[config.mk]
export PLATFORM = sky130hd
export DESIGN_NAME = soc2_uart_tx
export DESIGN_NICKNAME = d
export VERILOG_FILES = /design/src/rtl/soc2_uart_pkg.sv /design/src/rtl/soc2_sync_fifo.sv /design/src/rtl/soc2_uart_tx.sv
export SDC_FILE = /design/constraint.sdc
export NUM_CORES = 1
export LEC_CHECK = 0
export ABC_CLOCK_PERIOD_IN_PS = 5340
export CORE_ASPECT_RATIO = 1.75
export CORE_MARGIN = 2
export CORE_UTILIZATION = 45
export CTS_CLUSTER_DIAMETER = 50
export DETAILED_ROUTE_END_ITERATION = 8
export HOLD_SLACK_MARGIN = 0.12
export PLACE_DENSITY_LB_ADDON = 0.2
export SKIP_CTS_REPAIR_TIMING = 1
export SYNTH_ARGS = -nofsm -noshare
export SYNTH_HDL_FRONTEND = slang
export SYNTH_SLANG_ARGS = --single-unit
[constraint.sdc]
create_clock -name clk -period 5.34 [get_ports clk]
set_input_delay 0.801 -clock clk [delete_from_list [all_inputs] [get_ports clk]]
set_output_delay 0.801 -clock clk [all_outputs]
set_load 0.05 [all_outputs]
[src/rtl/soc2_uart_pkg.sv]
// Shared definitions for the soc2 UART transmit and receive paths.
package soc2_uart_pkg;

  localparam int UART_DATA_BITS  = 8;
  localparam int UART_FRAME_BITS = 10;

  typedef enum logic [1:0] {
    ST_IDLE  = 2'd0,
    ST_START = 2'd1,
    ST_DATA  = 2'd2,
    ST_STOP  = 2'd3
  } uart_state_t;

endpackage

[src/rtl/soc2_sync_fifo.sv]
// Synchronous FIFO with registered occupancy count; full/empty come from the count.
module soc2_sync_fifo
  import soc2_uart_pkg::*;
#(
  parameter int DATA_W = UART_DATA_BITS,
  parameter int DEPTH  = 4
) (
  input  logic                     clk,
  input  logic                     resetn,
  input  logic                     push,
  input  logic                     pop,
  input  logic [DATA_W-1:0]        din,
  output logic [DATA_W-1:0]        dout,
  output logic                     full,
  output logic                     empty,
  output logic [$clog2(DEPTH):0]   count
);

  localparam int PTR_W = $clog2(DEPTH);
  localparam int CNT_W = PTR_W + 1;

  logic [DATA_W-1:0] r_mem [DEPTH];
  logic [PTR_W-1:0]  r_wr_ptr;
  logic [PTR_W-1:0]  r_rd_ptr;
  logic [CNT_W-1:0]  r_count;
  logic              w_push_ok;
  logic              w_pop_ok;

  // A push while full is dropped even when a pop shares the edge.
  assign full      = (r_count == CNT_W'(DEPTH));
  assign empty     = (r_count == '0);
  assign w_push_ok = push && !full;
  assign w_pop_ok  = pop && !empty;
  assign dout      = r_mem[r_rd_ptr];
  assign count     = r_count;

  // Pointer and occupancy bookkeeping; pointers wrap naturally at the power-of-two depth.
  always_ff @(posedge clk or negedge resetn) begin
    if (!resetn) begin
      r_wr_ptr <= '0;
      r_rd_ptr <= '0;
      r_count  <= '0;
    end else begin
      if (w_push_ok) r_wr_ptr <= r_wr_ptr + 1'b1;
      if (w_pop_ok)  r_rd_ptr <= r_rd_ptr + 1'b1;
      case ({w_push_ok, w_pop_ok})
        2'b10:   r_count <= r_count + 1'b1;
        2'b01:   r_count <= r_count - 1'b1;
        default: r_count <= r_count;
      endcase
    end
  end

  // Storage array; contents are meaningless until written, so no reset.
  always_ff @(posedge clk) begin
    if (w_push_ok) r_mem[r_wr_ptr] <= din;
  end

endmodule

[src/rtl/soc2_uart_tx.sv]
// 8N1 UART transmitter: write FIFO feeding a baud-timed start/data/stop serializer.
module soc2_uart_tx
  import soc2_uart_pkg::*;
#(
  parameter int BAUD_DIV   = 217,
  parameter int FIFO_DEPTH = 4
) (
  input  logic                          clk,
  input  logic                          resetn,
  input  logic                          wr_valid,
  input  logic [7:0]                    wr_data,
  output logic                          wr_ready,
  output logic                          uart_tx,
  output logic                          busy,
  output logic [$clog2(FIFO_DEPTH):0]   fifo_cnt
);

  localparam int                BAUD_W    = $clog2(BAUD_DIV);
  localparam logic [BAUD_W-1:0] BAUD_LAST = BAUD_W'(BAUD_DIV - 1);
  localparam logic [2:0]        BIT_LAST  = 3'(UART_DATA_BITS - 1);

  uart_state_t                  r_state;
  uart_state_t                  w_state_nxt;
  logic [BAUD_W-1:0]            r_baud;
  logic [BAUD_W-1:0]            w_baud_nxt;
  logic [2:0]                   r_bit_idx;
  logic [2:0]                   w_bit_idx_nxt;
  logic [7:0]                   r_shift;
  logic [7:0]                   w_shift_nxt;
  logic                         r_tx;
  logic                         w_tx_nxt;
  logic                         w_bit_end;
  logic                         w_pop;
  logic                         w_full;
  logic                         w_empty;
  logic [7:0]                   w_fifo_dout;
  logic [$clog2(FIFO_DEPTH):0]  w_count;

  soc2_sync_fifo #(
    .DATA_W (UART_DATA_BITS),
    .DEPTH  (FIFO_DEPTH)
  ) u_fifo (
    .clk    (clk),
    .resetn (resetn),
    .push   (wr_valid),
    .pop    (w_pop),
    .din    (wr_data),
    .dout   (w_fifo_dout),
    .full   (w_full),
    .empty  (w_empty),
    .count  (w_count)
  );

  assign w_bit_end = (r_baud == BAUD_LAST);
  assign wr_ready  = !w_full;
  assign uart_tx   = r_tx;
  assign fifo_cnt  = w_count;
  assign busy      = (r_state != ST_IDLE) || (w_count != '0);

  // Next-state logic; the line level for the coming bit is decided here and registered.
  always_comb begin
    w_state_nxt   = r_state;
    w_baud_nxt    = w_bit_end ? '0 : r_baud + 1'b1;
    w_bit_idx_nxt = r_bit_idx;
    w_shift_nxt   = r_shift;
    w_tx_nxt      = r_tx;
    w_pop         = 1'b0;
    case (r_state)
      ST_IDLE: begin
        w_baud_nxt = '0;
        if (!w_empty) begin
          w_pop       = 1'b1;
          w_shift_nxt = w_fifo_dout;
          w_state_nxt = ST_START;
          w_tx_nxt    = 1'b0;
        end
      end
      ST_START: begin
        if (w_bit_end) begin
          w_state_nxt   = ST_DATA;
          w_bit_idx_nxt = '0;
          w_tx_nxt      = r_shift[0];
        end
      end
      ST_DATA: begin
        if (w_bit_end) begin
          if (r_bit_idx == BIT_LAST) begin
            w_state_nxt = ST_STOP;
            w_tx_nxt    = 1'b1;
          end else begin
            w_bit_idx_nxt = r_bit_idx + 1'b1;
            w_shift_nxt   = {1'b0, r_shift[7:1]};
            w_tx_nxt      = r_shift[1];
          end
        end
      end
      ST_STOP: begin
        if (w_bit_end) begin
          if (!w_empty) begin
            w_pop       = 1'b1;
            w_shift_nxt = w_fifo_dout;
            w_state_nxt = ST_START;
            w_tx_nxt    = 1'b0;
          end else begin
            w_state_nxt = ST_IDLE;
            w_tx_nxt    = 1'b1;
          end
        end
      end
      default: begin
        w_state_nxt = ST_IDLE;
        w_tx_nxt    = 1'b1;
      end
    endcase
  end

  // Control state and the line flop; reset drops any frame in flight and idles the line high.
  always_ff @(posedge clk or negedge resetn) begin
    if (!resetn) begin
      r_state   <= ST_IDLE;
      r_baud    <= '0;
      r_bit_idx <= '0;
      r_tx      <= 1'b1;
    end else begin
      r_state   <= w_state_nxt;
      r_baud    <= w_baud_nxt;
      r_bit_idx <= w_bit_idx_nxt;
      r_tx      <= w_tx_nxt;
    end
  end

  // Shift register holds payload only; its value is never observed outside a frame.
  always_ff @(posedge clk) begin
    r_shift <= w_shift_nxt;
  end

endmodule

* Yosys cells after proc, flatten, opt, wreduce, memory -nomap -nowiden
Memory sizes are Yosys's and may differ from the RTL's.
Cells that the tools add are included.
** Storage, ports and cells
- Output and inout port bits :: 6
- Logic and storage cells :: 76
- Memories kept :: 1
- Bits in registers :: 29
- RAM bits :: 32
- Input port bits :: 11
** Cells by class
- Reduce and logical (&&, ||, !) cells :: 16
- Add/sub/neg operators :: 6
- Equal/unequal tests :: 14
- Muxes and demuxes :: 31
** Memory list
- u_fifo.r_mem :: words 4, bits a word 8, read ports 1, clocked after memory_dff 0, wr ports 1, line soc2_sync_fifo.sv:22 : logic [DATA_W-1:0] r_mem [DEPTH];
** Operators by type and width (number)
- $mux W8 :: 6
- $pmux W8 S3 :: 1
- $ne A2 B2 Y1 const B :: 6
- $pmux W3 S2 :: 2
- $reduce_and A4 Y1 :: 3
- $mux W1 :: 11
- $mux W2 :: 5
- $mux W3 :: 3
- $add A8 B1 Y8 const B :: 1
- $eq A8 B8 Y1 const B :: 1
- $pmux W2 S4 :: 1
- $add A3 B1 Y3 const B :: 2
- $eq A2 B2 Y1 const B :: 3
- $eq A3 B3 Y1 const B :: 2
- $reduce_bool A2 Y1 :: 3
- $reduce_bool A3 Y1 :: 2
- $reduce_and A5 Y1 :: 1
- $add A2 B1 Y2 const B :: 2
- $eq A2 B1 Y1 const B :: 2
- $pmux W1 S4 :: 1
- $logic_not A3 Y1 :: 1
- $sub A3 B1 Y3 const B :: 1
- $logic_and A1 B1 Y1 :: 2
- $logic_not A1 Y1 :: 2
- other kinds (3) :: 3

* Logic depth before layout (Yosys ltp)
- Word-level depth :: 7
- Mapped depth :: 11
- Gate-level depth less buffers :: 11

* Modules after synthesis
A second synthesis with hierarchy kept.
** Second synthesis, totals
- Cells, all modules :: 196
- Area total of the unflattened synthesis :: 2846.5 um^2
** Modules (own cells, without submodules)
- soc2_sync_fifo :: sequential area each 1136.1 um^2, times used 1, cells an instance 79, area an instance 1592.8 um^2
- soc2_uart_tx :: sequential area each 591.8 um^2, times used 1, cells an instance 117, area an instance 1253.7 um^2

* Worst setup path before layout
OpenSTA, ideal clock, no wires.
- Path type :: register to register
- Start :: register u_fifo.r_count[2] (netlist: u_fifo.count[2])
- End :: register u_fifo.r_count[2] (netlist: u_fifo.count[2])
- Path buffers :: 0
- Required time :: 5258 ps
- Period minus slack after synthesis :: 2732 ps
- Setup time :: 82 ps
- Stages on the path, launching flop included :: 10
- Setup slack :: 2608 ps
- Arrival time :: 2650 ps
- Cell sequence :: dfrtp_1 > nand3_1 > and2_1 > inv_1 > ha_1 > inv_1 > fa_1 > xor2_1 > nor2_1 > xor2_1
** On the way
- Elaborated cells between the ends (all ways) :: 15
- Those cells by class :: 2 x add/sub; 3 x eq/ne; 4 x mux; 6 x reduce/logical
** RTL lines
- from (decl) :: line soc2_sync_fifo.sv:25 : logic [CNT_W-1:0] r_count;
- from (signal assigned) :: line soc2_sync_fifo.sv:47 : 2'b10: r_count <= r_count + 1'b1;
- from (signal assigned) :: line soc2_sync_fifo.sv:48 : 2'b01: r_count <= r_count - 1'b1;
- from (signal assigned) :: line soc2_sync_fifo.sv:49 : default: r_count <= r_count;
- $eq A3 B3 Y1 (*) :: line soc2_sync_fifo.sv:30 : assign full = (r_count == CNT_W'(DEPTH));
- $logic_not A1 Y1 (*)
- net wr_ready :: line soc2_uart_tx.sv:12 : output logic wr_ready,
- $logic_and A1 B1 Y1 (*) :: line soc2_sync_fifo.sv:32 : assign w_push_ok = push && !full;
- $eq A2 B1 Y1 or $eq A2 B2 Y1 (tied branches) :: line soc2_sync_fifo.sv:46 : case ({w_push_ok, w_pop_ok})
- $pmux W3 S2 or $reduce_bool A2 Y1 (tied branches)
The timed path passes the listed nets; every way through them passes the cells marked *.
A chain may end at the register's enable or synchronous reset.

* Final worst setup path
- Start :: register r_state[0]
- End :: output port busy
** On the way
- Longest elaborated chain between the ends :: 2
** Ends and longest elaborated chain
- from (decl) :: line soc2_uart_tx.sv:22 : uart_state_t r_state;
- from (signal assigned) :: line soc2_uart_tx.sv:125 : r_state <= w_state_nxt;
- $reduce_bool A2 Y1 :: line soc2_uart_tx.sv:58 : assign busy = (r_state != ST_IDLE) || (w_count != '0);
- $logic_or A1 B1 Y1 :: line soc2_uart_tx.sv:58
- to (decl) :: line soc2_uart_tx.sv:14 : output logic busy,
Every way passes these cells.

==> flow_summary.yaml <==
run_status:
  status: "finished clean"
final_layout:
  nets: 244
  drive_above_1_share_pct: 14.9
  final_util_pct: 53.0
  antenna_cells: 0
  design_area_sq_um: 3230
  n_fill_cell: 544
  synthToLayoutAreaGrowth_pct: 15.7
critical_path:
  worstPathMaxFanout: 7
  cp_data_required_time_ns: 4.54
  critical_path_buf_inv_count: 2
  startpoint_type: "flip-flop"
  crit_slowest_cell: "clkdlybuf4s50_1"
  path_cells: "inv_1 -> ha_1 -> nand2_1 -> clkdlybuf4s50_1"
  max_stage_delay_ns: 0.80
  cp.arrival_ns: 2.16
  cp_top_family: "buffers and inverters"
  crit_path_end_kind: "output pin"
  setup.worst_path.class: "flip-flop to output pin"
  path_depth: 4
  rr_worst_depth: 11
synth:
  synth_area_sq_um: 2790
  synth_nets: 222
  synth_largest_area_cell: "edfxtp_1"
  synth.top_cell.area_share_pct: 43.0
  synth_cell_types: 38
  ys_ff_latch: 61
  synthTopCellsByArea: "edfxtp_1 (43%), dfrtp_1 (18%), ha_1 (6.7%), mux4_2 (6.5%), a22o_1 (3.1%)"
  synth_cells: 195
  synth-seq-area-share_pct: 61.9
  avgSynthCellArea_sq_um: 14.3
  yosysWarningCount: 0
cts:
  worst_skew_pair.late_latency_ns: 0.33
  cts_buffer_depth: 2
  cts.sinks: 61
  clkTransAtPathRegs_ns: 0.07
  cts-root-buf: "clkbuf_8"
  cts_buffers: 9
  htree_levels: 3
  cts_tree: "built"
floorplanning:
  fp-row-count: 38
  start_util_pct: 45.8
  dieArea_sq_um: 6870
  io_pins: 17
  die_width_um: 63.5
  core-area_sq_um: 6090
  fp.dieH_um: 108
sta:
  fin_crit_sh_pct: 55.4
  fin_tns_setup_ns: 0
  min_period_ns: 2.96
  clock_skew_ns: 0.00759
  rsz0062_at_grt: "no"
  finalHoldViolCount: 0
  worst_pin_slew_ns: 0.962
  maxSlewViolCount: 0
  relSlewSlack_pct: 35.7
  clock.fmax_mhz: 338
  holdWs_ns: 0.513
  setup_viol: 0
global_routing:
  grt_pass1_wl_um: 8470
  grtUsageTotal_pct: 16.6
  grt_max_degree: 22
  antenna_found_initial: 0
  grt_pass1_vias: 1775
  grt.overflow.total: 0
power:
  p_per_area_nw_per_um2: 575
  leakage_nw: 1.30
  max-vdd-ir-drop_mv: 0.262
routing:
  vias_per_cell: 5.35
  wl_per_cell_um: 16.4
  via_count: 1617
  antenna_left: 0
  drcViolationCount: 0
  totalWireLength_um: 4960
  drtIter0Drc: 101
  firstDrtPassIters: 5
hold_path:
  hold_path_class: "flip-flop to flip-flop"
  hold_depth: 1
placement:
  io_buffers: 16
  routabilityCongestion: 0.777
  dp_hpwl_um: 3590
  placed_area_sq_um: 3030
job:
  drv.max_cap_violation_count: 0
area by class of cell:
type                    count  area, sq um  area share [%]
clock inverters             7         75.1            2.33
well taps                  80          100            3.10
multi-input cells         115          988            30.6
flip-flops and latches     61         1730            53.5
inverters                  14         52.6            1.63
clock buffers               9          124            3.84
repair buffers             16          160            4.96
sequential cells by signal, indices dropped and copies added (netlist names):
name,cells
r_baud,8
r_bit_idx,3
r_shift,8
r_state,2
u_fifo.count,3
u_fifo.r_mem,32
u_fifo.r_rd_ptr,2
u_fifo.r_wr_ptr,2
uart_tx,1
placed cells by master, fill, tap and decap left out, types with 2 or more instances in the layout:
master | synthesis | layout
nand3_1 | 3 | 3
nor2_1 | 14 | 14
xor2_1 | 8 | 8
ha_1 | 15 | 15
dfrtp_1 | 20 | 20
nand2_1 | 12 | 12
inv_1 | 14 | 14
o21ai_0 | 2 | 2
nand2b_1 | 3 | 3
clkdlybuf4s50_1 | 0 | 16
clkbuf_8 | 0 | 9
nand4_1 | 2 | 2
edfxtp_1 | 40 | 40
clkinv_2 | 0 | 2
a22o_1 | 10 | 10
and2_1 | 2 | 2
o21ai_1 | 4 | 4
mux4_2 | 8 | 8
clkinv_4 | 0 | 3
and3_1 | 6 | 6
o32ai_2 | 2 | 2
xnor2_1 | 4 | 4
a21oi_1 | 4 | 4
cell usage after synthesis, drive strengths merged:
master  count
ha         15
a41o        1
mux4        8
a22o       10
dfrtp      20
o211a       1
edfxtp     40
a31oi       1
nand3       3
a22oi       1
nand2      12
xnor2       4
a21o        1
nand2b      3
nand4       2
mux2        2
inv        14
mux2i       1
a31o        1
o21a        1
dfstp       1
nor3        2
and3        6
fa          1
a21oi       4
o21ai       6
clkbuf      3
nor2       14
or2         2
xor2        8
o32ai       2
buf         2
or3b        1
and2        2
stage by stage:
stage | worst slack [ns] | total power [mW] | instances
after CTS | 2.39 | 1.88 | 302
final | 2.38 | 1.86 | 302
after global routing | 2.26 | 1.98 | 302
after detailed placement | 2.65 | 1.47 | 286
after floorplan | 2.61 | 1.28 | 195
after global placement | 2.80 | 1.43 | 286
metal layers:
metal / GRT usage, % / up-vias / part of all wire, %
met5: 0 / - / 0
met3: 3.85 / 8 / 3.0
li1: - / 764 / -
met1: 17.5 / 816 / 38
met2: 30.2 / 29 / 57
met4: 8.54 / 0 / 1.9
cells by family (layout without fill, tap and decap cells):
kind of cell / count (synthesis) / in the layout / share of synthesized area, %
mux: 11 / 11 / 7.62
xor+xnor: 12 / 12 / 3.77
fa+ha+maj: 16 / 16 / 7.44
compound gates: 29 / 29 / 8.16
flops: 61 / 61 / 61.9
buf+inv: 19 / 46 / 2.65
simple gates: 47 / 47 / 8.43
power by group:
| part | internal (mW) | total [mW] | switching [mW] |
|---|---|---|---|
| clock network | 0.218 | 0.407 | 0.189 |
| registers | 0.677 | 0.784 | 0.107 |
| logic | 0.294 | 0.665 | 0.371 |
worst paths after layout:
path,start,slack (ns),end
min in group asynchronous,resetn,1.00,r_baud[3]
worst max register to register,r_baud[0],2.74,u_fifo.count[2]
worst max-delay path,r_state[0],2.38,busy
max in group asynchronous,resetn,3.75,u_fifo.r_wr_ptr[0]
worst min register to register,r_baud[0],0.51,r_baud[0]
worst min-delay path,r_baud[0],0.51,r_baud[0]
Power figures use the tool's default switching activity.
==> patch 1, RTL diff (same flow settings) <==
Set the parameter `BAUD_DIV` to 434 (it was 217).
--- a/src/rtl/soc2_uart_tx.sv
+++ b/src/rtl/soc2_uart_tx.sv
@@ -2,7 +2,7 @@
 module soc2_uart_tx
   import soc2_uart_pkg::*;
 #(
-  parameter int BAUD_DIV   = 217,
+  parameter int BAUD_DIV   = 434,
   parameter int FIFO_DEPTH = 4
 ) (
   input  logic                          clk,
Check against the original RTL: same outputs for any inputs over 10 cycles, from zero or initial values and one cycle with resetn low; that may be too few to reach the edited logic, so the function may still have changed.
==> patch 1 against the unedited design <==
Sequential cell count grew 1; cell area grew 1.6%; wire length grew 4.6%; synthesized cell count grew 1.0%; sequential share of layout area shrank 0.095 points; area after synthesis grew 2.8%; count of clock-buffer cells in the layout grew 1; setup slack gained 0.032 ns; power grew 1.1%; final cell count is the same; non-clock buffer count is the same.
==> patch 1: results (changes against the unedited design) <==
Met2 WL post-DR: 3033 um (+7.3%)
Setup WS pre-CTS: 2.684 ns (+0.03720 ns)
Asr flop ratio synth: 35.48% (+1.1 points)
Reg2reg start: r_state[0]
Clock skew: 0.008116 ns (+0.0005226 ns)
Detailed Routing Iterations Pass 1: 4 (-1)
Final WL: 5191 um (+4.6%)
Max FO, Critical Path: 10 (+3)
Peak supply drop: 0.2592 mV (-1.0%)
GRT Util Overall: 17.14% (+0.59 points)
GRT met2 Usage: 32.59% (+2.4 points)
Synth Net Count: 224 (+0.90%)
Met1 usage: 17.10% (-0.36 points)
Cell Area, Placed: 0.003090 mm^2 (+2.0%)
Detail Placement HPWL: 3781 um (+5.3%)
M3 GR Usage: 4.401% (+0.55 points)
Synth unique cells: 43 (+13%)
Biggest regs: u_fifo.r_mem: 32 flops, r_baud: 9 flops, r_shift: 8 flops
Layout Cells excl Fill: 302 (unchanged)
Util after Layout: 53.08% (about the same)
Leak: 1.302 nW (+0.50%)
Commonest cells in the netlist: edfxtp_1 (40), dfrtp_1 (21), ha_1 (15), nor2_1 (15), a22o_1 (10)
Register area share after synthesis: 61.10% (-0.83 points)
WP data arrival: 2.13 ns (-0.03 ns)
Sum of routed wire segments on met1: 1944 um (+2.7%)
DR vias/cell: 5.374 (+0.37%)
Global-route wire length before repair: 8818 um (+4.2%)
Post-Syn Area per Cell: 14.56 um^2 (+1.8%)
Status: finished clean
Number of fill cells in the layout: 541 (-0.55%)
WL met3: 130 um (-12%)
Synth top area cells: edfxtp_1 (42%), dfrtp_1 (18%), ha_1 (6.5%), mux4_2 (6.3%), a22o_1 (3.1%)
RePlAce Congestion: 0.7256 (-6.6%)
Max-slew headroom: 33.30% (-2.4 points)
-- patch 1: changes by cell type after synthesis, sizes merged, moves of 2 or more --
cell | unedited run | this run
nand2 | 12 | 10
nor2b | 0 | 2
a211o | 0 | 2
nand3 | 3 | 6
nand2b | 3 | 1
inv | 14 | 9
o32ai | 2 | 0
nor3 | 2 | 4
xnor2 | 4 | 6
-- patch 1: cell families (layout without fill, tap and decap cells) --
family / after synthesis / in the layout / share of synthesized area [%]
flops: 62 / 62 / 61.10
mux: 12 / 12 / 7.806
xor+xnor: 13 / 13 / 3.969
fa+ha+maj: 16 / 16 / 7.239
compound gates: 27 / 27 / 7.196
simple gates: 51 / 51 / 10.16
buf+inv: 16 / 41 / 2.529
-- patch 1: power by group --
group / internal (W) / switching, W / leakage [nW]
Clock: 0.000214 / 0.000179 / 0.0899
Combinational: 0.000304 / 0.000379 / 0.563
Sequential: 0.000688 / 0.000113 / 0.649
-- patch 1: cell type report --
cell class | count | share of cell area (%)
Tap cell | 80 | 3.051
Multi-Input combinational cell | 119 | 31.81
Inverter | 9 | 1.030
Clock buffer | 10 | 3.890
Sequential cell | 62 | 53.43
Timing Repair Buffer | 16 | 4.882
Clock inverter | 6 | 1.907
-- patch 1: final timing paths --
| check | to | slack, ns | cells after the start |
|---|---|---|---|
| max | busy | 2.41 | 3 |
| min | r_baud[0] | 0.49 | 1 |
| max reg2reg | r_shift[5] | 2.70 | 5 |
| min reg2reg | r_baud[0] | 0.49 | 1 |
| max in group asynchronous | u_fifo.r_rd_ptr[1] | 3.71 | 1 |
| min in group asynchronous | r_baud[2] | 1.02 | 1 |
==> patch 2, RTL diff (same settings) <==
Made on the original files. Encoding of `uart_state_t`: now one-hot (4 bits for 4 states).
--- a/src/rtl/soc2_uart_pkg.sv
+++ b/src/rtl/soc2_uart_pkg.sv
@@ -4,11 +4,11 @@
   localparam int UART_DATA_BITS  = 8;
   localparam int UART_FRAME_BITS = 10;
 
-  typedef enum logic [1:0] {
-    ST_IDLE  = 2'd0,
-    ST_START = 2'd1,
-    ST_DATA  = 2'd2,
-    ST_STOP  = 2'd3
+  typedef enum logic [3:0] {
+    ST_IDLE  = 4'b0001,
+    ST_START = 4'b0010,
+    ST_DATA  = 4'b0100,
+    ST_STOP  = 4'b1000
   } uart_state_t;
 
 endpackage
Function: same outputs for any inputs over 10 cycles, from zero or initial values and one cycle with resetn low; not proved beyond that.
==> patch 2 against the unedited design <==
Setup slack got worse by 0.11 ns; cell area increased by 6.9%; wire length up 2.4%; non-clock buffer count is 1 higher; final cell count increased by 4.0%; area after synthesis grew 5.7%; sequential cell count increased by 2.
Power is not compared: it rests on default switching activity, and its combinational part moved more than twofold at a synthesized area within 25%.
==> patch 2: results (changes against the unedited design) <==
Status: finished clean
Commonest cells in the netlist: edfxtp_1 (40), dfrtp_1 (21), nor2_1 (17)
Leak: 1.366 nW
Asr flop ratio synth: 36.51% (+2.1 points)
Clock skew: 0.004478 ns (-0.003115 ns)
Register area share after synthesis: 60.36% (-1.6 points)
Reg2Reg Capture Point: u_fifo.count[2]
Max FO, Critical Path: 12 (+5)
WP data arrival: 2.27 ns (+0.11 ns)
DR iter-0 viols: 72 (-29%)
Initial antenna violation count: 0 (unchanged)
Via count: 1692 (+4.6%)
# diodes: 0 (unchanged)
Reg2reg start: r_state[0]
Clock transition at path regs: 0.06 ns
Hold depth: 1 (unchanged)
Fin nets: 248 (+1.6%)
Post-synthesis cell count: 206 (+5.6%)
Detailed Routing Iterations Pass 1: 4 (-1)
Fraction of layout cells with a size suffix above 1: 16.81% (+1.9 points)
RePlAce Congestion: 0.8631 (+11%)
EDFF count, synth: 40 (unchanged)
Average wire per standard cell: 16.18 um (-1.5%)
DR vias/cell: 5.389 (+0.64%)
Number of CTS-inserted buffers: 9 (unchanged)
WHS Endpoint: r_baud[0]
R2R Setup Slk: 2.81 ns (+0.07 ns)
Synth top area cells: edfxtp_1 (41%), dfrtp_1 (18%), mux4_2 (6.1%), ha_1 (3.8%), xor2_1 (2.4%)
Synth unique cells: 45 (+18%)
Setup WS pre-CTS: 2.621 ns (-0.02565 ns)
GRT Util Overall: 16.50% (-0.053 points)
Max-slew headroom: 56.27% (+21 points)
Hold path start: r_baud[0]
Hold Path Class: register to register
Biggest regs: u_fifo.r_mem: 32 flops, r_baud: 8 flops, r_shift: 8 flops
Vias in the first global route: 1793 (+1.0%)
Skew-Pair Late Insertion Delay: 0.33 ns (about the same)
Clock H-tree levels: 3 (unchanged)
Placed insts: 298 (+4.2%)
Yosys Warn Count: 0 (unchanged)
Global-route wire length before repair: 8721 um (+3.0%)
Synth Net Count: 227 (+2.3%)
Worst R2R Path Depth: 9 (-2)
Peak supply drop: 0.2838 mV
Clock buffer depth: 2 (unchanged)
Clock Tree Root: clkbuf_16
Largest net degree at the start of global routing: 24 (+9.1%)
Port buffer count: 16 (unchanged)
Detail Placement HPWL: 3499 um (-2.6%)
## patch 2: cell types whose count changed after synthesis, moves of 3 or more
cell / change
mux2i_1: +3
a22o_1: -3
ha_1: -6
nand3_1: +3
nand2_1: -4
nor2_1: +3
buf_2: +3
## patch 2: area by class of cell
cell class                      instances  area, um^2
Sequential cell                        63        1779
Multi-Input combinational cell        124        1084
Timing Repair Buffer                   17       167.7
Fill cell                             570        2989
Inverter                               12       45.04
Clock buffer                            9       225.2
Tap cell                               82       102.6
Clock inverter                          7       48.80
## patch 2: how the worst max path moves through the flow
stage                               start              end  slack [ns]  cells past startpoint
final                          r_state[0]             busy        2.27                      3
after global routing           r_state[0]             busy        2.14                      3
after CTS                      r_state[0]             busy        2.25                      3
after detailed placement       r_state[0]             busy        2.62                      3
after global placement         r_state[0]             busy        2.63                      3
after floorplan           u_fifo.count[2]  u_fifo.count[2]        2.56                      9
## patch 2: layer usage
| layer | GRT usage, % | share of wire [%] | vias up |
|---|---|---|---|
| li1 | - | - | 806 |
| met1 | 18.85 | 40 | 850 |
| met2 | 26.60 | 54 | 25 |
| met3 | 6.091 | 3.1 | 11 |
| met4 | 8.333 | 2.8 | 0 |
| met5 | 0 | 0 | - |
## patch 2: per-stage QoR
step           instance area, um^2  hold WS, ns  utilization, %  power (W)
2_1_floorplan                 2948       0.4546               -  0.0008173
3_3_place_gp                  3178       0.4818           49.34  0.0009040
3_5_place_dp                  3178       0.4912           49.34  0.0009126
4_1_cts                       3452       0.5004           53.59   0.001446
5_1_grt                       3452       0.5390           53.59   0.001496
6_report                      3452       0.4904           53.59   0.001422
## patch 2: cells by family after synthesis
logic type      after synthesis  synth area share, %
fa+ha+maj                    10                4.499
flops                        63                60.36
xor+xnor                     13                3.863
buf+inv                      19                2.886
simple gates                 56                12.44
compound gates               29                6.834
mux                          16                9.125
## patch 2: worst max-delay path: stages (launching register included)
cell             delay [ns]
dfstp_2                0.68
nor4b_2                0.38
nand2_1                0.14
clkdlybuf4s50_1        0.73
## patch 2: power breakdown
group,internal (W),switching (W)
Sequential,0.000601,0.0000344
Clock,0.000314,0.000212
Combinational,0.000102,0.000160
